## src/rtl/div_unit_pkg.sv

```systemverilog
// Shared types and constants for the EX-stage multi-cycle divider.
package div_unit_pkg;

  localparam int DIV_WIDTH = 32;
  localparam int DIV_CNT_W = 6;

  typedef enum logic [1:0] {
    DIV_IDLE = 2'd0,
    DIV_ZERO = 2'd1,
    DIV_RUN  = 2'd2,
    DIV_DONE = 2'd3
  } div_state_e;

  // Quotient returned for a zero divisor.
  localparam logic [DIV_WIDTH-1:0] DIV_ZERO_QUOT = '1;

endpackage

```

## src/rtl/div_unit_if.sv

```systemverilog
// EX-stage <-> divider handshake: request/operands in, stall request and results out.
interface div_unit_if #(
  parameter int WIDTH = div_unit_pkg::DIV_WIDTH
);
  logic             div_req;
  logic             div_signed;
  logic [WIDTH-1:0] dividend;
  logic [WIDTH-1:0] divisor;
  logic             annul;
  logic             stallreq_for_ex;
  logic             div_ready;
  logic [WIDTH-1:0] quotient;
  logic [WIDTH-1:0] remainder;

  modport master (
    output div_req, div_signed, dividend, divisor, annul,
    input  stallreq_for_ex, div_ready, quotient, remainder
  );

  modport slave (
    input  div_req, div_signed, dividend, divisor, annul,
    output stallreq_for_ex, div_ready, quotient, remainder
  );
endinterface

```

## src/rtl/div_step.sv

```systemverilog
// One combinational restoring-division iteration on unsigned magnitudes.
module div_step #(
  parameter int WIDTH = 32
) (
  input  logic [WIDTH:0]   rem_i,
  input  logic [WIDTH-1:0] quo_i,
  input  logic [WIDTH-1:0] dvs_i,
  output logic [WIDTH:0]   rem_o,
  output logic [WIDTH-1:0] quo_o
);

  logic [WIDTH+1:0] shifted;
  logic             sub_ok;

  // Shift the next dividend bit into the partial remainder, subtract if it fits.
  assign shifted = {rem_i, quo_i[WIDTH-1]};
  assign sub_ok  = (shifted >= {2'b00, dvs_i});
  assign rem_o   = sub_ok ? (shifted[WIDTH:0] - {1'b0, dvs_i}) : shifted[WIDTH:0];
  assign quo_o   = {quo_i[WIDTH-2:0], sub_ok};

endmodule

```

## src/rtl/div_unit.sv

```systemverilog
// Multi-cycle signed/unsigned divider for DIV/DIVU; stalls the pipeline until the
// result is ready and returns quotient (LO) and remainder (HI).
module div_unit
  import div_unit_pkg::*;
#(
  parameter int WIDTH = DIV_WIDTH,
  parameter int CNT_W = DIV_CNT_W
) (
  input logic       clk,
  input logic       rst,
  div_unit_if.slave bus
);

  div_state_e       state_q, state_d;
  logic [CNT_W-1:0] cnt_q, cnt_d;
  logic [WIDTH:0]   rem_q, rem_d, rem_step;
  logic [WIDTH-1:0] quo_q, quo_d, quo_step;
  logic [WIDTH-1:0] dvs_q, dvs_d;
  logic [WIDTH-1:0] dvd_q, dvd_d;
  logic             quo_neg_q, quo_neg_d;
  logic             rem_neg_q, rem_neg_d;
  logic [WIDTH-1:0] quotient_q, quotient_d;
  logic [WIDTH-1:0] remainder_q, remainder_d;
  logic             div_ready;

  function automatic logic [WIDTH-1:0] magnitude(input logic [WIDTH-1:0] v,
                                                 input logic is_signed);
    return (is_signed && v[WIDTH-1]) ? -v : v;
  endfunction

  div_step #(.WIDTH(WIDTH)) u_step (
    .rem_i (rem_q),
    .quo_i (quo_q),
    .dvs_i (dvs_q),
    .rem_o (rem_step),
    .quo_o (quo_step)
  );

  always_comb begin
    // NOTE: every variable gets its hold value first so no path through the
    // case statement leaves one unassigned and infers a latch.
    state_d     = state_q;
    cnt_d       = cnt_q;
    rem_d       = rem_q;
    quo_d       = quo_q;
    dvs_d       = dvs_q;
    dvd_d       = dvd_q;
    quo_neg_d   = quo_neg_q;
    rem_neg_d   = rem_neg_q;
    quotient_d  = quotient_q;
    remainder_d = remainder_q;

    if (bus.annul) begin
      // Flush wins over everything; result registers keep stale data.
      state_d = DIV_IDLE;
      cnt_d   = '0;
    end else begin
      case (state_q)
        DIV_IDLE: begin
          if (bus.div_req) begin
            dvd_d     = bus.dividend;
            quo_d     = magnitude(bus.dividend, bus.div_signed);
            dvs_d     = magnitude(bus.divisor, bus.div_signed);
            rem_d     = '0;
            quo_neg_d = bus.div_signed & (bus.dividend[WIDTH-1] ^ bus.divisor[WIDTH-1]);
            rem_neg_d = bus.div_signed & bus.dividend[WIDTH-1];
            cnt_d     = '0;
            state_d   = (bus.divisor == '0) ? DIV_ZERO : DIV_RUN;
          end
        end
        DIV_ZERO: begin
          quotient_d  = WIDTH'(DIV_ZERO_QUOT);
          remainder_d = dvd_q;
          state_d     = DIV_DONE;
        end
        DIV_RUN: begin
          rem_d = rem_step;
          quo_d = quo_step;
          cnt_d = cnt_q + 1'b1;
          if (cnt_q == CNT_W'(WIDTH - 1)) begin
            quotient_d  = quo_neg_q ? -quo_step : quo_step;
            remainder_d = rem_neg_q ? -rem_step[WIDTH-1:0] : rem_step[WIDTH-1:0];
            cnt_d       = '0;
            state_d     = DIV_DONE;
          end
        end
        DIV_DONE: begin
          if (!bus.div_req) state_d = DIV_IDLE;
        end
        default: state_d = DIV_IDLE;
      endcase
    end
  end

  always_ff @(posedge clk) begin
    // NOTE: state registers use non-blocking assignments so every flop samples
    // the pre-edge values regardless of statement order.
    if (!rst) begin
      state_q     <= DIV_IDLE;
      cnt_q       <= '0;
      rem_q       <= '0;
      quo_q       <= '0;
      dvs_q       <= '0;
      dvd_q       <= '0;
      quo_neg_q   <= 1'b0;
      rem_neg_q   <= 1'b0;
      quotient_q  <= '0;
      remainder_q <= '0;
    end else begin
      state_q     <= state_d;
      cnt_q       <= cnt_d;
      rem_q       <= rem_d;
      quo_q       <= quo_d;
      dvs_q       <= dvs_d;
      dvd_q       <= dvd_d;
      quo_neg_q   <= quo_neg_d;
      rem_neg_q   <= rem_neg_d;
      quotient_q  <= quotient_d;
      remainder_q <= remainder_d;
    end
  end

  assign div_ready           = (state_q == DIV_DONE);
  assign bus.div_ready       = div_ready;
  assign bus.quotient        = quotient_q;
  assign bus.remainder       = remainder_q;
  assign bus.stallreq_for_ex = bus.div_req & ~div_ready & ~bus.annul;

endmodule

```

## src/flat_wrapper.sv

```systemverilog
// flat-port wrapper written by rule: the top's interface ports become plain ports
module div_unit_flat import div_unit_pkg::*;
#(
  parameter int WIDTH = DIV_WIDTH,
  parameter int CNT_W = DIV_CNT_W
)
  (clk, rst, bus_div_req, bus_div_signed, bus_dividend, bus_divisor, bus_annul, bus_stallreq_for_ex, bus_div_ready, bus_quotient, bus_remainder);
  div_unit_if #(.WIDTH(WIDTH)) bus_i ();
  input logic clk;
  input logic rst;
  input wire logic [$bits(bus_i.div_req)-1:0] bus_div_req;
  input wire logic [$bits(bus_i.div_signed)-1:0] bus_div_signed;
  input wire logic [$bits(bus_i.dividend)-1:0] bus_dividend;
  input wire logic [$bits(bus_i.divisor)-1:0] bus_divisor;
  input wire logic [$bits(bus_i.annul)-1:0] bus_annul;
  output wire logic [$bits(bus_i.stallreq_for_ex)-1:0] bus_stallreq_for_ex;
  output wire logic [$bits(bus_i.div_ready)-1:0] bus_div_ready;
  output wire logic [$bits(bus_i.quotient)-1:0] bus_quotient;
  output wire logic [$bits(bus_i.remainder)-1:0] bus_remainder;
  assign bus_i.div_req = bus_div_req;
  assign bus_i.div_signed = bus_div_signed;
  assign bus_i.dividend = bus_dividend;
  assign bus_i.divisor = bus_divisor;
  assign bus_i.annul = bus_annul;
  assign bus_stallreq_for_ex = bus_i.stallreq_for_ex;
  assign bus_div_ready = bus_i.div_ready;
  assign bus_quotient = bus_i.quotient;
  assign bus_remainder = bus_i.remainder;
  div_unit #(.WIDTH(WIDTH), .CNT_W(CNT_W)) u_core (.clk(clk), .rst(rst), .bus(bus_i));
endmodule
```

## config.mk

```make
export PLATFORM = sky130hd
export DESIGN_NAME = div_unit_flat
export DESIGN_NICKNAME = d
export VERILOG_FILES = /design/src/rtl/div_unit_pkg.sv /design/src/rtl/div_unit_if.sv /design/src/rtl/div_step.sv /design/src/rtl/div_unit.sv /design/src/flat_wrapper.sv
export SDC_FILE = /design/constraint.sdc
export NUM_CORES = 1
export LEC_CHECK = 0
export BUFFER_PORTS_ARGS = -buffer_cell sky130_fd_sc_hd__buf_2
export CELL_PAD_IN_SITES_DETAIL_PLACEMENT = 0
export CELL_PAD_IN_SITES_GLOBAL_PLACEMENT = 1
export CORE_MARGIN = 2
export CORE_UTILIZATION = 44
export DETAILED_ROUTE_END_ITERATION = 10
export PLACE_DENSITY_LB_ADDON = 0.1
export SYNTH_ARGS = -nofsm -noshare
export SYNTH_HDL_FRONTEND = slang
export SYNTH_SLANG_ARGS = --single-unit
```

## constraint.sdc

```tcl
create_clock -name clk -period 7.25 [get_ports clk]
set_input_delay 0 -clock clk [delete_from_list [all_inputs] [get_ports clk]]
set_output_delay 0 -clock clk [all_outputs]
set_load 0.1 [all_outputs]
```

* Word level (Yosys, flattened, before mapping)
Index checks and enable logic that the tools add are counted.
** Word-level totals
- Register bits after elaboration :: 203
- Input bits :: 69
- Output and inout bits :: 66
- Logic and storage cells :: 65
** Cells by class
- Add/sub/neg operators :: 6
- Order comparisons :: 1
- Equality and inequality tests :: 7
- Muxes and demuxes :: 21
- Bitwise gates (word level) :: 8
- Reductions and logical operators :: 12
** Operators by type and width (number)
- $mux W32 :: 7
- $pmux W32 S2 :: 3
- $neg A32 Y32 :: 4
- $mux W33 :: 2
- $pmux W33 S2 :: 1
- $ge A34 B32 Y1 :: 1
- $sub A33 B32 Y33 :: 1
- $logic_not A32 Y1 :: 1
- $mux W6 :: 2
- $pmux W6 S2 :: 1
- $reduce_and A3 Y1 :: 4
- $mux W2 :: 4
- $pmux W2 S4 :: 1
- $add A6 B1 Y6 const B :: 1
- $eq A6 B5 Y1 const B :: 1
- $and A1 B1 Y1 :: 4
- $eq A2 B2 Y1 const B :: 2
- $ne A2 B2 Y1 const B :: 2
- $reduce_bool A2 Y1 :: 2
- $not A1 Y1 :: 3
- $eq A2 B1 Y1 const B :: 1
- $logic_and A1 B1 Y1 :: 2
- $logic_not A2 Y1 :: 1
- $ne A2 B1 Y1 const B :: 1
- 3 further kinds :: 3

* Longest topological paths before layout
Gate-level depths: netlist of run 1.
- Depth after elaboration :: 6
- Gate-level depth with buffers :: 25
- Mapped depth without buffers :: 21

* Modules after synthesis
Synthesis of run 1 repeated with hierarchy kept, for this count alone.
** Second synthesis, totals
- Cells, all modules :: 1731
- Area, all modules :: 13260.2 µm²
** By module, submodules not included
- div_unit :: instances 1, cells an instance 1333, area an instance 10463.8 µm², sequential area each 4063.9 µm²
- div_step :: instances 1, cells an instance 398, area an instance 2796.4 µm², sequential area each 0.0 µm²

* Worst setup path before layout of run 1
No wires, ideal clock.
- Kind :: flip-flop to flip-flop
- Start :: register u_core.dvs_q[29]
- End :: register u_core.remainder_q[28] (netlist: u_core.bus.remainder[28])
- Setup time :: 0.132 ns
- Arrival time :: 5.098 ns
- Data required time :: 7.118 ns
- Setup slack :: 2.019 ns
- Cell stages (with the launch flop) :: 23
- Path buffers :: 4
- Period minus slack after synthesis :: 5.231 ns
- Path through :: dfxtp_1 -> inv_1 -> ha_1 -> nand4_2 -> or3_4 -> or4_4 -> or3_1 -> buf_6 -> nand2_8 -> buf_2 -> buf_2 -> buf_2 -> mux2i_1 -> ha_1 -> nand2_1 -> nor3_1 -> nand3_1 -> o31ai_1 -> nand4b_2 -> or3_1 -> o41ai_2 -> xnor2_1 -> a21oi_1
** On the way
- Cells in the longest elaborated chain, start to end :: 6
** RTL lines
- start: declaration :: RTL line div_unit.sv:18 : logic [WIDTH-1:0] dvs_q, dvs_d;
- start signal: assignment :: RTL line div_unit.sv:114 : dvs_q <= dvs_d;
- $ge A34 B32 Y1 * :: RTL line div_step.sv:17 : assign sub_ok = (shifted >= {2'b00, dvs_i});
- $mux W33 * :: RTL line div_step.sv:18 : assign rem_o = sub_ok ? (shifted[WIDTH:0] - {1'b0, dvs_i}) : shifted[WIDTH:0];
- $neg A32 Y32 :: RTL line div_unit.sv:82 : remainder_d = rem_neg_q ? -rem_step[WIDTH-1:0] : rem_step[WIDTH-1:0];
- $mux W32 * :: RTL line div_unit.sv:82
- $mux W32 * :: RTL line div_unit.sv:80 : if (cnt_q == CNT_W'(WIDTH - 1)) begin
- $pmux W32 S2 * :: RTL line div_unit.sv:58 : case (state_q)
- end signal: assignment :: RTL line div_unit.sv:119 : remainder_q <= remainder_d;
- end: declaration :: RTL line div_unit.sv:23 : logic [WIDTH-1:0] remainder_q, remainder_d;
Every way passes the cells marked *; elsewhere a longest branch is shown, timed or not. The select of a mux whose other input is x is not followed.
A chain may end at the register's enable or synchronous reset.

* Final worst setup path of run 1
- Start :: register u_core.quo_q[31]
- End :: register u_core.remainder_q[28] (netlist: u_core.bus.remainder[28])
** On the way
- Cells in the longest elaborated chain, start to end :: 6
- Elaborated cells on any way between the ends :: 7
- Those cells by class :: add/sub (2); order compare (1); mux (4)
** RTL lines
- start: declaration :: RTL line div_unit.sv:17 : logic [WIDTH-1:0] quo_q, quo_d, quo_step;
- start signal: assignment :: RTL line div_unit.sv:113 : quo_q <= quo_d;
- $sub A33 B32 Y33 or $ge A34 B32 Y1 (tied branches) :: RTL line div_step.sv:18, div_step.sv:17
- $mux W33 * :: RTL line div_step.sv:18
- $neg A32 Y32 :: RTL line div_unit.sv:82
- $mux W32 * :: RTL line div_unit.sv:82
- $mux W32 * :: RTL line div_unit.sv:80
- $pmux W32 S2 * :: RTL line div_unit.sv:58
Marked as above.

==> summary.txt, run 1 <==
Floorplanning
  – Die area: 31,000 um^2
  – Ports: 135
  – Initial Util: 45.03%
  – Core area: 28,940 um^2
  – Core Rows: 62
  – Die H: 176.1 um
  – Chip width: 176.1 um

Global routing
  – First-pass GRT wire length: 68,490 um
  – Pin count of the biggest net entering global routing: 97
  – Vias in the first global route: 12,270
  – All-Layer GR Usage: 27.44%
  – Initial antenna violation count: 0
  – Total gr overflow: 0

Placed design
  – Port Buffers: 134
  – DP HPWL: 30,850 um
  – GPL Wtd Cong: 0.9211
  – Post-Place Cell Area: 13,820 um^2

CTS
  – # H-tree levels: 1
  – Root Buffer: clkbuf_16
  – CTS tree: built
  – Post-CTS Setup Bufs: 0
  – CTS max path bufs: 3
  – Clock Latency Late Sink: 530 ps
  – Clock sinks: 203
  – Post-CTS sizing: 0
  – Clk slew on worst S/H paths: 60 ps
  – Num CTS Buffers: 24

Synth
  – Synthesized cell area: 13,030 um^2
  – Distinct cells, synth: 76
  – Yosys top cell by area: dfxtp_1
  – Yosys reg bits: 203
  – Top-count cell post-synth: nand2_1
  – Register area share after synthesis: 31.19%
  – Post-Syn Instances: 1,771
  – Synth top area share: 31.19%
  – Ys flop type: dfxtp_1
  – Top post-synthesis cells by area: dfxtp_1 (31%), a21oi_1 (7.9%), nand2_1 (7.3%), xor2_1 (5.6%), nor2_1 (5.2%)
  – Commonest cells post-synth: nand2_1 (252), a21oi_1 (206), dfxtp_1 (203), nor2_1 (182), o21ai_0 (126)
  – Syn nets: 1,881
  – Asr flop ratio synth: 0%
  – Synth warn: 0
  – EDFF count, synth: 0
  – Mean Syn Cell Area: 7.357 um^2

Drt
  – Final ANT Viol Nets: 0
  – Detailed Route WL: 43,010 um
  – DRT Pass-1 Iters: 6
  – Drt drc: 0
  – Initial drt markers: 1,024
  – Vias: 13,250
  – Vias per cell: 5.769
  – WL/cell: 18.73 um

Layout
  – Final Instance Area: 15,350 um^2
  – Reg area: 4064 um^2
  – Share of layout cells above drive strength 1: 11.09%
  – Area growth syn-to-layout: 17.79%
  – Final core occ: 53.04%
  – NumNets Final: 2,008
  – Fill cells: 2,915
  – Ant. Diodes: 0
  – Area of the multi-input gates: 8304 um^2

Setup path
  – Setup Crit Path Kind: reg2reg
  – Worst Setup SP: u_core.quo_q[31]
  – Critical-path cell with the highest stage delay: a221oi_1
  – Type of destination of the critical path: register
  – Reg-to-Reg Start: u_core.quo_q[31]
  – CP Max Fanout: 51
  – Critical path cell sequence: inv_1, ha_1, inv_1, fa_1, a211oi_1, o21ai_0, a221oi_1, or3_1, nand2_8, o21ai_0, ha_1, nand2_1, nor3_1, nand3_1, o31ai_1, nand4b_2, or3_1, o41ai_2, xnor2_1, a21oi_1
  – Critical Path AT: 6480 ps
  – Worst setup SP type: register
  – CP peak stage delay: 670 ps
  – Data required time of the worst path: 7650 ps

Timing
  – Setup-failing EPs final: 0
  – RSZ-0062 raised after global routing: no
  – Slew HR: 20.61%
  – Final number of max-transition violations: 0
  – Max frequency: 0.1645 GHz
  – Fin Hold WS: 26.08 ps
  – Hold Fails Final Rpt: 0
  – Tightest Pin Transition: 1161 ps
  – Final period util: 83.84%
  – Post-route minimum period: 6079 ps
  – Clock Skews: 13.26 ps
  – Fin Setup TNS: 0 ps

Power and ir drop
  – Leak: 6.098 nW
  – Tot Pwr: 3.376 mW
  – Peak supply drop: 0.0002768 V
  – Power Density: 220.0 nW/um^2

Hold path
  – Startpoint of the worst hold path: bus_annul
  – Min-Delay Path Class: in2reg

Status
  – Status: finished, final reports clean

Job
  – Max_cap viols: 0
==> final timing paths <==
| kind | cells past startpoint | to | slack (ps) |
|---|---|---|---|
| setup / recovery | 20 | u_core.bus.remainder[28] | 1170 |
| hold / removal | 3 | u_core.state_q[1] | 30 |
| hold reg to reg | 2 | u_core.dvd_q[19] | 450 |
| setup reg to reg | 20 | u_core.bus.remainder[28] | 1170 |
==> worst max-delay path: cells and delay by family, from the launching register on <==
| family | cells | cell delay, ps |
|---|---|---|
| flops | 1 | 330 |
| simple gates | 7 | 1890 |
| fa+ha+maj | 3 | 830 |
| buf+inv | 2 | 110 |
| xor+xnor | 1 | 160 |
| compound gates | 7 | 2600 |
==> per-stage QoR <==
stage,setup WS (ps),std cells
floorplan,2019,1771
global placement,1539,2180
detailed placement,1320,2180
CTS,1307,2296
global route,776.7,2296
finish,1171,2296
==> registers in the layout, indices dropped and copies added (netlist names) <==
name                  count
u_core.rem_q             33
u_core.bus.quotient      32
u_core.bus.remainder     32
u_core.dvd_q             32
u_core.dvs_q             32
u_core.quo_q             32
u_core.cnt_q              6
u_core.state_q            2
u_core.quo_neg_q          1
u_core.rem_neg_q          1
==> layer usage <==
layer / GRT usage [%] / wire [um] / vias to the layer above
met2: 41.83 / 18480 / 369
met4: 6.508 / 956 / 0
met5: 0 / 0 / -
met3: 3.165 / 2262 / 56
li1: - / - / 6556
met1: 41.12 / 21310 / 6265
==> where the power goes <==
group | switching [mW] | internal [mW] | total, mW | leakage [nW]
Sequential | 0.0510 | 1.18 | 1.23 | 1.65
Clock | 0.483 | 0.721 | 1.20 | 0.380
Combinational | 0.661 | 0.281 | 0.942 | 4.07
==> final cells by class <==
type	instances	area share, %
sequential	203	26.48
timing repair buffer	221	9.865
inverter	55	1.394
clock inverter	3	0.2609
tap	384	3.131
multi-input combinational	1393	54.11
clock buffer	37	4.761
==> kinds of logic (layout without fill, tap and decap cells) <==
logic type	Yosys count	in the layout	share of synthesized area (%)
compound gates	545	545	25.79
buf+inv	175	316	5.205
simple gates	645	645	22.69
xor+xnor	140	140	9.411
mux	22	22	1.709
fa+ha+maj	41	41	3.995
flops	203	203	31.19
==> cells in the final DEF, fill, tap and decap left out, types with 18 or more instances in the layout <==
master / count
nand3_1: 29
dlygate4sd3_1: 76
nor3_1: 38
mux2i_1: 20
xnor2_1: 56
dfxtp_1: 203
o21ai_0: 126
nand4_1: 18
xor2_1: 84
clkbuf_16: 25
o211ai_1: 21
ha_1: 39
nor2_1: 180
inv_1: 52
a21oi_1: 206
or3_1: 29
nand2_1: 252
buf_2: 134
a211oi_1: 46
o31ai_1: 29
==> repair_timing <==
action / CTS / global route
endpoints found under the hold margin: 77 / 0
hold buffers: 76 / 0
setup endpoints to repair: 0 / 0
No activity file was read; power rests on OpenSTA's default activity.
==> run 2: changes to the inputs <==
--- a/config.mk
+++ b/config.mk
@@ -9,7 +9,7 @@
 export CELL_PAD_IN_SITES_DETAIL_PLACEMENT = 0
 export CELL_PAD_IN_SITES_GLOBAL_PLACEMENT = 1
 export CORE_MARGIN = 2
-export CORE_UTILIZATION = 44
+export CORE_UTILIZATION = 40
 export DETAILED_ROUTE_END_ITERATION = 10
 export PLACE_DENSITY_LB_ADDON = 0.1
 export SYNTH_ARGS = -nofsm -noshare
==> constraint.sdc (replaced) <==
create_clock -name clk -period 5 [get_ports clk]
set_input_delay 0 -clock clk [delete_from_list [all_inputs] [get_ports clk]]
set_output_delay 0 -clock clk [all_outputs]
set_load 0.1 [all_outputs]
==> run 2 against run 1 <==
  * Cell count rose by 3.7%
  * Die area rose by 9.8%
  * Worst hold slack gained 46 ps
  * Design area rose by 1.9%
  * Utilization shrank 4.6 points
  * Largest power group unchanged
==> summary.txt, run 2 (same netlist as run 1, synthesis figures left out) <==
Drt
  – Wl on met1: 20,030 um
  – Drt drc: 0
  – Metal3 WL: 1838 um
  – Detailed Route WL: 44,460 um
  – Met2 Routed Length: 21,180 um
  – Final ANT Viol Nets: 0
  – Initial drt markers: 809
  – WL/cell: 18.66 um
  – Vias: 13,070
  – Highest metal used: met4
  – Vias per cell: 5.489
  – DRT Pass-1 Iters: 5

Timing
  – Clock Skews: 14.35 ps
  – Post-route minimum period: 4741 ps
  – Slew HR: 36.21%
  – Max frequency: 0.2109 GHz
  – Tightest Pin Transition: 948.1 ps
  – Final number of max-transition violations: 0
  – Final period util: 94.83%
  – Hold Fails Final Rpt: 0
  – Setup-failing EPs final: 0

Power and ir drop
  – Sequential share of power: 36.8%
  – P_sw: 1.726 mW
  – Logic gate share of total power: 28.9%
  – Leak: 6.210 nW
  – Sw Share: 35.72%
  – Clk pwr share: 34.3%
  – Power Density: 308.8 nW/um^2
  – Peak supply drop: 0.0002116 V
  – Pint: 3.105 mW
  – Tot Pwr: 4.831 mW

Global routing
  – Initial antenna violation count: 0
  – Vias in the first global route: 12,630
  – All-Layer GR Usage: 25.88%
  – First-pass GRT wire length: 69,820 um
  – Total gr overflow: 0
  – Pin count of the biggest net entering global routing: 78

Placed design
  – GPL Wtd Cong: 0.8988
  – DP HPWL: 33,170 um
  – Cells after DPL: 2,267
  – Port Buffers: 134

CTS
  – Clk slew on worst S/H paths: 50 ps
  – Root Buffer: clkbuf_16
  – Clock sinks: 203
  – Clock Latency Late Sink: 520 ps
  – Num CTS Buffers: 25
  – Post-CTS Setup Bufs: 0
  – CTS tree: built
  – CTS max path bufs: 3
  – # H-tree levels: 1

Setup path
  – Setup Crit Path Kind: reg2reg
  – Critical Path AT: 5130 ps
  – Worst reg2reg path depth: 18
  – Data required time of the worst path: 5390 ps
  – Type of destination of the critical path: register
  – Worst setup SP type: register
  – CP Max Fanout: 5

Layout
  – Final instance count without filler cells: 2,382
  – NumNets Final: 2,038
  – Number of flip-flops in the largest register: 33
  – Commonest non-fill, non-tap cell in the layout: nand2_1
  – Share of layout cells above drive strength 1: 12.89%
  – Ant. Diodes: 0
  – Area growth syn-to-layout: 20.06%
  – Commonest non-fill, non-tap cells in the layout: nand2_1 (252), a21oi_1 (206), dfxtp_1 (203)
  – Most flops, register: u_core.rem_q
  – Fill cells: 3,317

Floorplanning
  – Core Rows: 66
  – Die H: 184.5 um
  – Die area: 34,030 um^2
  – Ports: 135
  – Core area: 32,290 um^2
  – Initial Util: 40.35%
  – Chip width: 184.5 um

Hold path
  – Hold path depth: 3
  – Min-Delay Path Class: in2reg

Status
  – Status: finished, final reports clean

Job
  – Max_cap viols: 0
-- run 2: area by class of cell --
type                            instances  area [um^2]  area share [%]
Inverter                               55        214.0           1.368
Sequential cell                       203         4064           25.98
Clock buffer                           35        703.2           4.495
Clock inverter                          4        22.52          0.1440
Multi-Input combinational cell       1393         8351           53.38
Tap cell                              442        553.0           3.535
Timing Repair Buffer                  250         1735           11.09
-- run 2: repair_timing --
action	4_1_cts	5_1_grt
endpoints found under the setup margin	0	7
hold buffers	76	0
endpoints found under the hold margin	86	0
resized for setup	0	7
-- run 2: worst paths after layout --
kind                     from                        to  slack [ps]
max          u_core.dvs_q[28]  u_core.bus.remainder[28]         260
max reg2reg  u_core.dvs_q[28]  u_core.bus.remainder[28]         260
min reg2reg   u_core.dvd_q[4]           u_core.dvd_q[4]         460
min                 bus_annul         u_core.state_q[1]          70
-- run 2: power groups by stage --
stage / logic [mW] / registers, mW / clock network, mW
global route: 1.52 / 1.79 / 1.77
global placement: 1.34 / 1.81 / 0
floorplan: 0.744 / 2.04 / 0
CTS: 1.39 / 1.78 / 1.70
detailed placement: 1.34 / 1.81 / 0
finish: 1.40 / 1.78 / 1.66
-- run 2: metal layers --
metal | global-route usage (%) | vias up
li1 | - | 6609
met1 | 33.65 | 6061
met2 | 45.04 | 332
met3 | 2.411 | 72
met4 | 8.320 | 0
met5 | 0 | -
-- run 2: per-stage QoR --
stage / utilization, % / instance area, um^2 / hold slack, ps / setup slack, ps / TNS (ps)
final: 48.45 / 15640 / 72.55 / 258.6 / 0
after global routing: 48.45 / 15640 / 57.36 / -30.34 / -48.96
after detailed placement: 43.77 / 14130 / 303.2 / 117.0 / 0
after global placement: 43.77 / 14130 / 297.5 / 190.7 / 0
after CTS: 48.37 / 15620 / 18.68 / 95.45 / 0
after floorplan: - / 13070 / 136.0 / 72.60 / 0
-- run 2: critical path, cell delays in order (launching register included) --
cell and delay, ps:
dfxtp_1 330, inv_1 40, ha_1 350, nand4_2 170, or3_4 430, or4_4 500
or3_4 440, nand2_8 100, mux2i_2 260, ha_2 260, nand2_1 70, nor3_2 150
nand3_1 140, o31ai_2 300, nand4b_2 190, or3_1 380, o41ai_2 240, xnor2_1 170
a21oi_1 80
==> run 3: changes to the inputs <==
--- a/config.mk
+++ b/config.mk
@@ -12,6 +12,7 @@
 export CORE_UTILIZATION = 40
 export DETAILED_ROUTE_END_ITERATION = 10
 export PLACE_DENSITY_LB_ADDON = 0.1
+export RECOVER_POWER = 25
 export SYNTH_ARGS = -nofsm -noshare
 export SYNTH_HDL_FRONTEND = slang
 export SYNTH_SLANG_ARGS = --single-unit
==> run 3 against run 2 <==
  * Combinational power hardly changed
  * Sequential power hardly changed
  * Clock-buffer cell count stayed put
  * Global-route usage stayed put
  * Utilization is 0.26 points lower
  * Wire length hardly changed
  * Sequential cell count stayed put
  * Critical path depth stayed put
  * Cell count stayed put
  * Design area is 0.54% lower
  * Non-clock buffer count stayed put
  * Fmax hardly changed
  * Critical path type unchanged
  * Critical endpoint unchanged
==> summary.txt, run 3 (same netlist as run 1, synthesis figures left out) <==
Floorplanning
  – Core area: 32,290 um^2
  – Die area: 34,030 um^2
  – Initial Util: 40.35%
  – Core Rows: 66
  – Ports: 135
  – Die H: 184.5 um
  – Chip width: 184.5 um

Global routing
  – Global Route met2 Usage: 45.04%
  – Total gr overflow: 0
  – Vias in the first global route: 12,630
  – Pin count of the biggest net entering global routing: 78
  – Initial antenna violation count: 0
  – GR Layer Usage met1: 33.65%
  – First-pass GRT wire length: 69,820 um
  – Gr busiest metal: met2
  – All-Layer GR Usage: 25.88%
  – Met3 usage: 2.411%

Timing
  – Setup-failing EPs final: 0
  – Final number of max-transition violations: 0
  – Slew HR: 18.12%
  – Post-route minimum period: 4744 ps
  – Max frequency: 0.2108 GHz
  – Hold Fails Final Rpt: 0
  – Clock Skews: 14.07 ps
  – Final period util: 94.88%
  – Tightest Pin Transition: 1234 ps

Layout
  – Ant. Diodes: 0
  – Final instance count without filler cells: 2,382
  – Number of flip-flops in the largest register: 33
  – Commonest non-fill, non-tap cells in the layout: nand2_1 (252), a21oi_1 (206), dfxtp_1 (203)
  – Commonest non-fill, non-tap cell in the layout: nand2_1
  – Fill cells: 3,358
  – NumNets Final: 2,038
  – Most flops, register: u_core.rem_q
  – Share of layout cells above drive strength 1: 9.433%
  – Reg area: 4064 um^2
  – Final Instance Area: 15,560 um^2
  – Area growth syn-to-layout: 19.41%
  – Area of the multi-input gates: 8348 um^2

Setup path
  – Data required time of the worst path: 5380 ps
  – Critical path cell sequence: inv_1, ha_1, nand4_2, or3_4, or4_4, or3_4, nand2_8, mux2i_2, ha_2, nand2_1, nor3_2, nand3_1, o31ai_2, nand4b_2, or3_1, o41ai_2, xnor2_1, a21oi_1
  – Type of destination of the critical path: register
  – CP most frequent cell: or3_4
  – CP Max Fanout: 5
  – CP peak stage delay: 510 ps
  – Worst setup SP type: register
  – Setup Crit Path Kind: reg2reg
  – Critical-path cell with the highest stage delay: or4_4
  – Critical Path AT: 5130 ps

CTS
  – Num CTS Buffers: 25
  – Post-CTS Setup Bufs: 0
  – Root Buffer: clkbuf_16
  – CTS max path bufs: 3
  – Clock Latency Late Sink: 520 ps
  – # H-tree levels: 1
  – Clock sinks: 203
  – CTS tree: built
  – Clk slew on worst S/H paths: 60 ps

Power and ir drop
  – Power Density: 309.8 nW/um^2
  – Peak supply drop: 0.0002110 V
  – Leak: 5.933 nW

Placed design
  – Port Buffers: 134
  – DP HPWL: 33,170 um
  – GPL Wtd Cong: 0.8988
  – Cells after DPL: 2,267
  – Post-Place Cell Area: 14,130 um^2

Drt
  – Drt drc: 0
  – Detailed Route WL: 44,450 um
  – Final ANT Viol Nets: 0
  – Vias per cell: 5.503
  – Initial drt markers: 764
  – Vias: 13,110
  – DRT Pass-1 Iters: 8
  – WL/cell: 18.66 um

Job
  – Max_cap viols: 0

Status
  – Status: finished, final reports clean

Hold path
  – Min-Delay Path Class: in2reg
-- run 3: power breakdown --
group | switching [mW] | internal, mW | total [mW] | leakage (nW)
logic | 0.964 | 0.421 | 1.39 | 3.92
clock network | 0.691 | 0.964 | 1.65 | 0.356
registers | 0.0698 | 1.71 | 1.78 | 1.65
-- run 3: cell type report --
class | instances | share of cell area (%)
flip-flops and latches | 203 | 26.12
well taps | 442 | 3.555
clock buffers | 35 | 4.520
clock inverters | 4 | 0.1448
multi-input cells | 1393 | 53.66
inverters | 55 | 1.375
repair buffers | 250 | 10.62
-- run 3: routing by layer --
metal | share of wire, % | wire [um]
met2 | 48 | 21170
met3 | 3.9 | 1743
met1 | 45 | 20120
met4 | 3.2 | 1427
met5 | 0 | 0
-- run 3: critical path: cells and delay by family (launching register included) --
| kind | cells | cell delay [ps] |
|---|---|---|
| and+or+nand+nor | 10 | 2580 |
| AOI/OAI and AO/OA | 3 | 620 |
| adders and majority gates | 2 | 600 |
| DFF | 1 | 330 |
| muxes | 1 | 260 |
| xor gates and xnor gates | 1 | 170 |
| buffers and inverters | 1 | 40 |
-- run 3: repair_timing --
action | 4_1_cts | 5_1_grt
gates resized for setup | 0 | 7
hold buffers | 76 | 0
endpoints found under the hold margin | 86 | 0
setup endpoints to repair | 0 | 7
-- run 3: path summary, 6_finish.rpt --
| path | start | to | slack (ps) | depth (start not counted) |
|---|---|---|---|---|
| setup / recovery | u_core.dvs_q[28] | u_core.bus.remainder[28] | 260 | 18 |
| hold / removal | bus_annul | u_core.state_q[1] | 40 | 3 |
| setup reg to reg | u_core.dvs_q[28] | u_core.bus.remainder[28] | 260 | 18 |
| hold reg to reg | u_core.dvd_q[4] | u_core.dvd_q[4] | 460 | 2 |
-- run 3: metrics by stage --
stage | power, mW | hold slack (ps) | TNS (ps) | utilization [%] | setup slack [ps]
detailed placement | 3.149 | 303.2 | 0 | 43.77 | 117.0
global placement | 3.147 | 297.5 | 0 | 43.77 | 190.7
CTS | 4.871 | 18.68 | 0 | 48.37 | 95.45
floorplan | 2.787 | 136.0 | 0 | - | 72.60
finish | 4.820 | 43.82 | 0 | 48.18 | 255.8
global route | 5.068 | 57.36 | -49.00 | 48.18 | -30.34
